<file path="src/rtl/dmem_pkg.sv">
// Shared definitions for the data-memory path: sign_mask fields, LED address,
// drain FSM encodings and the store buffer entry layout.
package dmem_pkg;

    localparam int SM_SIGN = 3;
    localparam int SM_WORD = 2;
    localparam int SM_HALF = 1;
    localparam int SM_BYTE = 0;

    localparam logic [31:0] LED_ADDR = 32'h0000_2000;

    typedef enum logic [1:0] {
        IDLE  = 2'd0,
        ISSUE = 2'd1,
        HOLD  = 2'd2
    } drain_state_t;

    typedef struct packed {
        logic [31:0] addr;
        logic [31:0] data;
        logic [3:0]  sign_mask;
    } sb_entry_t;

endpackage

</file>
<file path="src/rtl/sb_match.sv">
// DEPTH-way word-address comparator; reports the youngest valid entry whose
// word address equals the query, searching backwards from tail-1 with wrap.
module sb_match #(
    parameter int DEPTH = 4
) (
    input  logic [DEPTH-1:0][29:0]      entry_word,
    input  logic [DEPTH-1:0]            entry_valid,
    input  logic [$clog2(DEPTH)-1:0]    tail,
    input  logic [29:0]                 query_word,
    output logic                        any_match,
    output logic [$clog2(DEPTH)-1:0]    match_idx
);

    localparam int PTR_W = $clog2(DEPTH);

    logic [PTR_W-1:0] idx;

    // Offset i=0 is the youngest entry; the first hit found wins.
    always_comb begin
        any_match = 1'b0;
        match_idx = '0;
        idx       = '0;
        for (int i = 0; i < DEPTH; i++) begin
            idx = tail - PTR_W'(i + 1);
            if (!any_match && entry_valid[idx] && entry_word[idx] == query_word) begin
                any_match = 1'b1;
                match_idx = idx;
            end
        end
    end

endmodule

</file>
<file path="src/rtl/store_buffer.sv">
// Four-entry in-order store buffer in front of data_mem: retires stores early,
// drains them through a three-state FSM and forwards full-word load hits.
module store_buffer
    import dmem_pkg::*;
#(
    parameter int DEPTH = 4
) (
    input  logic        clk,
    input  logic        rst_n,
    input  logic [31:0] cpu_addr,
    input  logic [31:0] cpu_write_data,
    input  logic        cpu_memwrite,
    input  logic        cpu_memread,
    input  logic [3:0]  cpu_sign_mask,
    output logic [31:0] cpu_read_data,
    output logic        cpu_stall,
    output logic [31:0] mem_addr,
    output logic [31:0] mem_write_data,
    output logic [3:0]  mem_sign_mask,
    output logic        mem_memwrite,
    output logic        mem_memread,
    input  logic [31:0] mem_read_data,
    input  logic        mem_clk_stall
);

    localparam int PTR_W = $clog2(DEPTH);

    sb_entry_t              entries [DEPTH];
    sb_entry_t              head_entry;
    logic [PTR_W-1:0]       head;
    logic [PTR_W-1:0]       tail;
    logic [PTR_W:0]         count;
    drain_state_t           state;
    drain_state_t           state_next;
    logic                   fwd_sel;
    logic [31:0]            fwd_data;

    logic [DEPTH-1:0][29:0] entry_word;
    logic [DEPTH-1:0]       entry_valid;
    logic                   any_match;
    logic [PTR_W-1:0]       match_idx;

    logic store_req, load_req, full, fwd_hit, pass_load, push, pop;

    always_comb begin
        entry_word  = '0;
        entry_valid = '0;
        for (int i = 0; i < DEPTH; i++) begin
            entry_word[i]  = entries[i].addr[31:2];
            entry_valid[i] = {1'b0, PTR_W'(i) - head} < count;
        end
    end

    sb_match #(.DEPTH(DEPTH)) u_match (
        .entry_word  (entry_word),
        .entry_valid (entry_valid),
        .tail        (tail),
        .query_word  (cpu_addr[31:2]),
        .any_match   (any_match),
        .match_idx   (match_idx)
    );

    // A store always beats a simultaneous load; loads own the port only while
    // the drain FSM is idle, which keeps mem_read_data off the stall path.
    always_comb begin
        head_entry = entries[head];
        store_req  = cpu_memwrite;
        load_req   = cpu_memread && !cpu_memwrite;
        full       = (count == (PTR_W + 1)'(DEPTH));
        fwd_hit    = load_req && any_match &&
                     entries[match_idx].sign_mask[SM_WORD] && cpu_sign_mask[SM_WORD];
        pass_load  = load_req && !any_match && (state == IDLE);
        push       = store_req && !full;
        pop        = (state == HOLD) && mem_clk_stall;
        cpu_stall  = (store_req && full) ||
                     (load_req && any_match && !fwd_hit) ||
                     (load_req && !any_match && (state != IDLE));
    end

    always_ff @(posedge clk) begin
        if (push) begin
            entries[tail] <= '{addr: cpu_addr, data: cpu_write_data, sign_mask: cpu_sign_mask};
        end
    end

    always_ff @(posedge clk or negedge rst_n) begin
        if (!rst_n) begin
            head     <= '0;
            tail     <= '0;
            count    <= '0;
            state    <= IDLE;
            fwd_sel  <= 1'b0;
            fwd_data <= '0;
        end else begin
            state   <= state_next;
            fwd_sel <= fwd_hit;
            if (fwd_hit) fwd_data <= entries[match_idx].data;
            if (push) tail <= tail + 1'b1;
            if (pop)  head <= head + 1'b1;
            case ({push, pop})
                2'b10:   count <= count + 1'b1;
                2'b01:   count <= count - 1'b1;
                default: count <= count;
            endcase
        end
    end

    // A store landing in an empty buffer is issued on the very next cycle.
    always_comb begin
        state_next = state;
        case (state)
            IDLE:    if ((count != '0 || push) && !pass_load) state_next = ISSUE;
            ISSUE:   state_next = HOLD;
            HOLD:    if (mem_clk_stall) state_next = IDLE;
            default: state_next = IDLE;
        endcase
    end

    always_comb begin
        mem_addr       = '0;
        mem_write_data = '0;
        mem_sign_mask  = '0;
        mem_memwrite   = 1'b0;
        mem_memread    = 1'b0;
        if (state == ISSUE || state == HOLD) begin
            mem_addr       = head_entry.addr;
            mem_write_data = head_entry.data;
            mem_sign_mask  = head_entry.sign_mask;
            mem_memwrite   = (state == ISSUE);
        end else if (pass_load) begin
            mem_addr      = cpu_addr;
            mem_sign_mask = cpu_sign_mask;
            mem_memread   = 1'b1;
        end
        cpu_read_data = fwd_sel ? fwd_data : mem_read_data;
    end

endmodule

</file>
<file path="config.mk">
export PLATFORM = sky130hd
export DESIGN_NAME = store_buffer
export DESIGN_NICKNAME = d
export VERILOG_FILES = /design/src/rtl/dmem_pkg.sv /design/src/rtl/sb_match.sv /design/src/rtl/store_buffer.sv
export SDC_FILE = /design/constraint.sdc
export NUM_CORES = 1
export LEC_CHECK = 0
export BUFFER_PORTS_ARGS = -buffer_cell sky130_fd_sc_hd__buf_2
export CAP_MARGIN = 20
export CELL_PAD_IN_SITES_DETAIL_PLACEMENT = 1
export CELL_PAD_IN_SITES_GLOBAL_PLACEMENT = 1
export CORE_MARGIN = 2
export CORE_UTILIZATION = 48
export CTS_CLUSTER_DIAMETER = 80
export CTS_CLUSTER_SIZE = 10
export DETAILED_ROUTE_END_ITERATION = 10
export PLACE_DENSITY = 0.76
export SYNTH_ARGS = -nofsm -noshare
export SYNTH_HDL_FRONTEND = slang
export SYNTH_SLANG_ARGS = --single-unit
</file>
<file path="constraint.sdc">
create_clock -name clk -period 7 [get_ports clk]
set_input_delay 0.35 -clock clk [delete_from_list [all_inputs] [get_ports clk]]
set_output_delay 0.35 -clock clk [all_outputs]
set_load 0.1 [all_outputs]
</file>
# [After elaboration in Yosys (flattened, before gate mapping)]
# Memory sizes are Yosys's and may differ from the RTL's.
# Index checks and enable logic that the tools add are counted.
[totals] reg_bits=42 ram_bits=272 input_bits=105 output_inout_bits=103 wordCells=112 mem_count=1
[mem_list] name="entries" words=4 width=68 rd=6 rd_ports_with_merged_regs=0 write_ports=1 line="store_buffer.sv:28" rtl="sb_entry_t entries [DEPTH];"
[classes] n_addsub=11 n_lt_le_gt_ge=8 eq_ne=11 mux=39 n_reduce_logical=36
[ops] cell="$bmux 30 s2" count=4
[ops] cell="$mux 32" count=4
[ops] cell="$eq 30x30->1" count=4
[ops] cell="$mux 30" count=4
[ops] cell="$logic_and 1x1->1" count=19
[ops] cell="$mux 1" count=13
[ops] cell="$lt 2x3->1" count=4
[ops] cell="$lt 2x3->1 const B" count=4
[ops] cell="$mux 2" count=6
[ops] cell="$bmux 1 s2" count=4
[ops] cell="$logic_not 1->1" count=8
[ops] cell="$mux 4" count=2
[ops] cell="$pmux 2 s3" count=1
[ops] cell="$pmux 3 s2" count=1
[ops] cell="$add 2x1->2 const B" count=2
[ops] cell="$eq 2x1->1 const B" count=2
[ops] cell="$eq 2x2->1 const B" count=2
[ops] cell="$logic_or 1x1->1" count=4
[ops] cell="$reduce_bool 2->1" count=2
[ops] cell="$sub 1x2->2 const A" count=2
[ops] cell="$sub 2x2->2 const A" count=2
[ops] cell="$sub 2x2->2 const B" count=2
[ops] cell="$add 3x1->3 const B" count=1
[ops] cell="$eq 3x3->1 const B" count=1
[ops] cell="other kinds (7)" count=7

# [Longest topological paths before layout]
[depth] ltp_word=25 depth_mapped=23 ltp_nobuf=14

# [Hierarchy]
# A second synthesis with hierarchy kept.
[hier_totals] hier_cells=1230 hier_area_um2=18191.2
[by_module_without_submodules] mod="store_buffer" instances=1 cells_per_inst=665 area_per_inst_um2=13646.8 seq_area_each_um2=9218.8
[by_module_without_submodules] mod="sb_match" instances=1 cells_per_inst=565 area_per_inst_um2=4544.4 seq_area_each_um2=0.0

# [Worst setup path after synthesis]
# No wires, ideal clock.
[synth_path] path_kind="flip-flop to output port" startpoint="register head[1]" endpoint="output mem_addr[3]" arrival_ns=6.332 required_time_ns=6.650 slack_ns=0.318 path_stages_with_launch=19 path_buffers=5 path_cell_list="dfrtp_1 clkbuf_1 buf_1 clkbuf_1 xnor2_1 inv_1 ha_1 nor2b_1 a22o_1 nor2_1 mux4_2 nand3_1 inv_1 nor4_1 and3_1 buf_2 buf_1 nand2_1 o21ai_0"
[synth_between] elab_chain_len=23 elab_cells_between_ends=36 classes_between="4 x add/sub; 4 x order compare; 14 x mux; 13 x reduce/logical; 1 x memory"
[synth_lines] item="start, declared" line="store_buffer.sv:30" rtl="logic [PTR_W-1:0] head;"
[synth_lines] item="start signal, assigned" line="store_buffer.sv:99" rtl="if (pop) head <= head + 1'b1;"
[synth_lines] item="$sub 1x2->2 or $sub 2x2->2 (tied branches)" line="store_buffer.sv:50" rtl="entry_valid[i] = {1'b0, PTR_W'(i) - head} < count;"
[synth_lines] item="$lt 2x3->1" line="store_buffer.sv:50"
[synth_lines] item="$bmux 1 s2" line="sb_match.sv:25" rtl="if (!any_match && entry_valid[idx] && entry_word[idx] == query_word) begin"
[synth_lines] item="$mux 1 (not written as such)" line="sb_match.sv:25"
[synth_lines] item="$logic_and 1x1->1" line="sb_match.sv:25"
[synth_lines] item="$mux 1" line="sb_match.sv:25"
[synth_lines] item="$logic_not 1->1" line="sb_match.sv:25"
[synth_lines] item="$logic_and 1x1->1 (2 in a row)" line="sb_match.sv:25"
[synth_lines] item="[... 4 more ...]"
[synth_lines] item="$mux 1" line="sb_match.sv:25"
[synth_lines] item="$logic_not 1->1" line="sb_match.sv:25"
[synth_lines] item="$logic_and 1x1->1 (2 in a row)" line="sb_match.sv:25"
[synth_lines] item="$mux 1" line="sb_match.sv:25"
[synth_lines] item="$logic_not 1->1" line="store_buffer.sv:72" rtl="pass_load = load_req && !any_match && (state == IDLE);"
[synth_lines] item="$logic_and 1x1->1 (2 in a row)" line="store_buffer.sv:72"
[synth_lines] item="$mux 32" line="store_buffer.sv:130" rtl="end else if (pass_load) begin"
[synth_lines] item="$mux 32 *" line="store_buffer.sv:125" rtl="if (state == ISSUE || state == HOLD) begin"
[synth_lines] item="end, declared" line="store_buffer.sv:17" rtl="output logic [31:0] mem_addr,"
# Mark *: on every way between the ends. The rest lies on a longest branch, timed or not. The select of a mux whose other input is x is not followed.

# [Final worst setup path]
[layout_path] startpoint="register tail[1]" endpoint="output cpu_stall"
[layout_between] elab_chain_len=25 elab_cells_between_ends=52 classes_between="3 x add/sub; 4 x eq/ne; 24 x mux; 20 x reduce/logical; 1 x memory"
[layout_lines] item="start, declared" line="store_buffer.sv:31" rtl="logic [PTR_W-1:0] tail;"
[layout_lines] item="start signal, assigned" line="store_buffer.sv:98" rtl="if (push) tail <= tail + 1'b1;"
[layout_lines] item="$sub 2x1->2" line="sb_match.sv:24" rtl="idx = tail - PTR_W'(i + 1);"
[layout_lines] item="$bmux 30 s2" line="sb_match.sv:25"
[layout_lines] item="$mux 30 (not written as such)" line="sb_match.sv:25"
[layout_lines] item="$eq 30x30->1" line="sb_match.sv:25"
[layout_lines] item="$logic_and 1x1->1" line="sb_match.sv:25"
[layout_lines] item="$mux 1" line="sb_match.sv:25"
[layout_lines] item="$logic_not 1->1" line="sb_match.sv:25"
[layout_lines] item="$logic_and 1x1->1 (2 in a row)" line="sb_match.sv:25"
[layout_lines] item="[... 8 more ...]"
[layout_lines] item="$mux 2 or $mux 1 (tied branches)" line="sb_match.sv:25"
[layout_lines] item="$mem_v2 4x68 or $logic_and 1x1->1 (tied branches)"
[layout_lines] item="$logic_and 1x1->1" line="store_buffer.sv:70" rtl="fwd_hit = load_req && any_match &&"
[layout_lines] item="$logic_and 1x1->1" line="store_buffer.sv:71" rtl="entries[match_idx].sign_mask[SM_WORD] && cpu_sign_mask[SM_WORD];"
[layout_lines] item="$logic_not 1->1" line="store_buffer.sv:76" rtl="(load_req && any_match && !fwd_hit) ||"
[layout_lines] item="$logic_and 1x1->1" line="store_buffer.sv:76"
[layout_lines] item="$logic_or 1x1->1" line="store_buffer.sv:75" rtl="cpu_stall = (store_req && full) ||"
[layout_lines] item="$logic_or 1x1->1 *" line="store_buffer.sv:76"
[layout_lines] item="end, declared" line="store_buffer.sv:16" rtl="output logic cpu_stall,"
# Marks and branches as above.

==> out/qor.csv <==
stage;metric;value;unit
cts;clock insertion delay at the later pin of the skew report;560;ps
synth;Netlist Area Pre-Place;0.0189;mm²
cts;cts repair resizes;0;
worst_setup_path;worst reg2reg setup slack;940;ps
final_layout;Finished Core Util;55.9;%
worst_setup_path;crit-path max FO;68;
synth;ranking of synthesized cells by area;edfxtp_1 (43%), mux4_2 (19%), mux2i_1 (7.7%);
sta;fin crit period;6430;ps
cts;root buf cell;clkbuf_16;
place;GPL Wtd Cong;0.852;
final_layout;synth-to-layout area growth;14.8;%
die;Die ar.;0.0409;mm²
sta;Final Hold Viols;0;
synth;top post-synthesis cells by count;edfxtp_1 (272), mux4_2 (161), mux2i_1 (146);
die;Die Wd;202;µm
detailed_routing;routed len/inst;26.3;µm
detailed_routing;met2 WL;26800;µm
hold_path;Min-Delay Path Class;input port to flip-flop;
detailed_routing;total number of vias;12300;
cts;CTS tree;done;
detailed_routing;Via density;6.12;
sta;Fmax;155;MHz
worst_setup_path;Crit. End Element;primary output;
grt;gr usage total;25.9;%
die;I/O pins;208;
place;hpwl dp;33400;µm
detailed_routing;Routed Wire Length;52800;µm
grt;first-pass GRT wire length;80200;µm
sta;RSZ-0062 raised after global routing;false;
flow_run;max-cap viol count;0;
place;input/output buffers;207;
sta;max_slew headroom;30.4;%
place;Placed Instances;1911;
final_layout;Post-Layout Cell Count;2007;
sta;skew final;13.8;ps
final_layout;share of layout cells above drive strength 1;34.6;%
detailed_routing;top sig layer;met4;
detailed_routing;DRC;0;
synth;FFs w/ async S/R, synth;13.4;%
synth;EDFF count, synth;272;
cts;clock edge transition at the registers on the reported setup and hold paths;60;ps
synth;register bit total from synthesis;314;
run_status;status;completed;
sta;Setup-failing EPs final;0;
synth;most common flop cell mapped by yosys;edfxtp_1;
synth;Mapped Nets;1400;
synth;Mapped Cells;1281;
final_layout;nets;1582;
worst_setup_path;CP required;6650;ps
grt;Overflow after GRT;0;
die;Die H;202;µm
die;CORE AREA;0.0387;mm²
worst_setup_path;crit path DAT;6080;ps
sta;Setup TNS;0;ps
grt;largest net degree at the start of global routing;121;
final_layout;Fillers;3767;
synth;post-synth top area cell;edfxtp_1;
sta;final worst path period share;91.9;%
synth;Yosys Warn Count;0;
cts;cts bufs inserted;38;
detailed_routing;DRT Pass-1 Iters;5;
worst_setup_path;worst setup path class;flip-flop to primary output;
die;Starting Density;48.7;%
cts;maximum clock path buffer count;3;
synth;Yosys top cell area share;43.3;%
die;std cell rows;72;
cts;Clock H-tree levels;2;
detailed_routing;Final ANT Viol Nets;0;
worst_setup_path;CP Launch Type;flip-flop;
cts;clk sinks;314;
synth;Synth cell types;64;
sta;Max Slew Vio Count;0;
sta;Worst Max-Slew Pin Slew;1040;ps
detailed_routing;Met3 Wirelength;2990;µm
synth;Seq/Total Area, Yosys;48.9;%
grt;initial antenna violation count;2;
detailed_routing;Met1 Wirelength;21600;µm
grt;vias in the first global route;13000;
detailed_routing;DR iter-0 viols;974;
synth;top-count cell post-synth;edfxtp_1;
synth;syn_area_per_cell;14.7;µm²
-- layer usage --
layer,track usage (%),up-vias
li1,-,5366
met1,34.6,6462
met2,43.5,381
met3,4.39,80
met4,8.32,0
met5,0,-
-- cell usage in the layout, fill, tap and decap left out, types with 3 or more instances in the layout --
cell type and instances:
a21oi_1 8, and2_1 36, dlygate4sd3_1 29, nand3_1 9, clkbuf_16 38, nor4_1 6, a31oi_1 5, mux2_4 30
nor2_1 20, xnor2_1 100, clkbuf_1 20, dfrtp_4 4, inv_1 17, a211oi_1 3, nor3_1 6, nand4_1 21
dfrtp_1 38, mux4_2 161, buf_4 15, o21ai_0 46, a2111oi_0 3, nand2b_1 4, buf_2 207, nor2b_1 7
ha_1 11, nand2_1 88, mux2_2 38, o22ai_1 3, and3_4 4, xor2_1 38, mux2i_1 146, edfxtp_1 272
-- final timing paths --
check	startpoint	endpoint	cells after the start
setup / recovery	tail[1]$_DFFE_PN0P_	cpu_stall	15
hold / removal	cpu_write_data[11]	entries[0][15]$_DFFE_PP_	1
setup reg to reg	tail[1]$_DFFE_PN0P_	fwd_data[31]$_DFFE_PN0P_	15
min in group asynchronous	rst_n	fwd_data[22]$_DFFE_PN0P_	3
hold reg to reg	fwd_data[23]$_DFFE_PN0P_	fwd_data[23]$_DFFE_PN0P_	1
max in group asynchronous	rst_n	tail[1]$_DFFE_PN0P_	3
-- through the flow --
stage / hold slack, ps / area (µm²) / setup slack (ps)
after floorplan: 54.4 / 18900 / 318
after global placement: 491 / 20200 / 1300
after detailed placement: 496 / 20200 / 1010
after CTS: 0.384 / 21600 / 606
after global routing: 11.3 / 21700 / 234
final: 25.6 / 21700 / 567
-- state kept, by name (all words and copies together), names as in the netlist --
register and cells:
entries 272, fwd_data 32, count 3, head 2, state 2, tail 2, fwd_sel 1
-- what timing repair did --
action | CTS | global route
hold buffers | 29 | 0
endpoints found under the hold margin | 153 | 0
buffers inserted | 0 | 0
-- cells by family (layout without fill, tap and decap cells) --
kind of cell	count (synthesis)	in the layout	synth area share, %
AOI/OAI and AO/OA	98	98	3.42
xor gates and xnor gates	138	138	6.41
adders and majority gates	14	14	0.968
buffers and inverters	131	337	3.13
DFF	314	314	48.9
muxes	375	375	31.6
other	0	2	0
and+or+nand+nor	211	211	5.59
-- layout make-up --
cell class	count	area (µm²)	area share, %
well taps	518	648	2.99
diodes	2	5.00	0.0231
flip-flops and latches	314	9230	42.6
clock inverters	5	56.3	0.260
inverters	19	71.3	0.329
clock buffers	59	1040	4.80
repair buffers	254	1510	6.95
multi-input cells	836	9110	42.0
-- worst max-delay path, cell delays in order, from the launching register on --
cell and delay [ps]:
dfrtp_4 400, clkinv_1 250, ha_4 1020, buf_4 330, mux4_2 320, xnor2_1 360
nand4_1 160, a2111oi_1 290, nand3_1 190, nor4_4 430, a21oi_1 90, o31a_2 410
a211oi_1 370, a2111o_1 180, a31o_2 200, buf_2 440
Power is left out: the tool's default activity adds up to more than one toggle a clock period on the data nets, which glitch-free logic cannot reach.
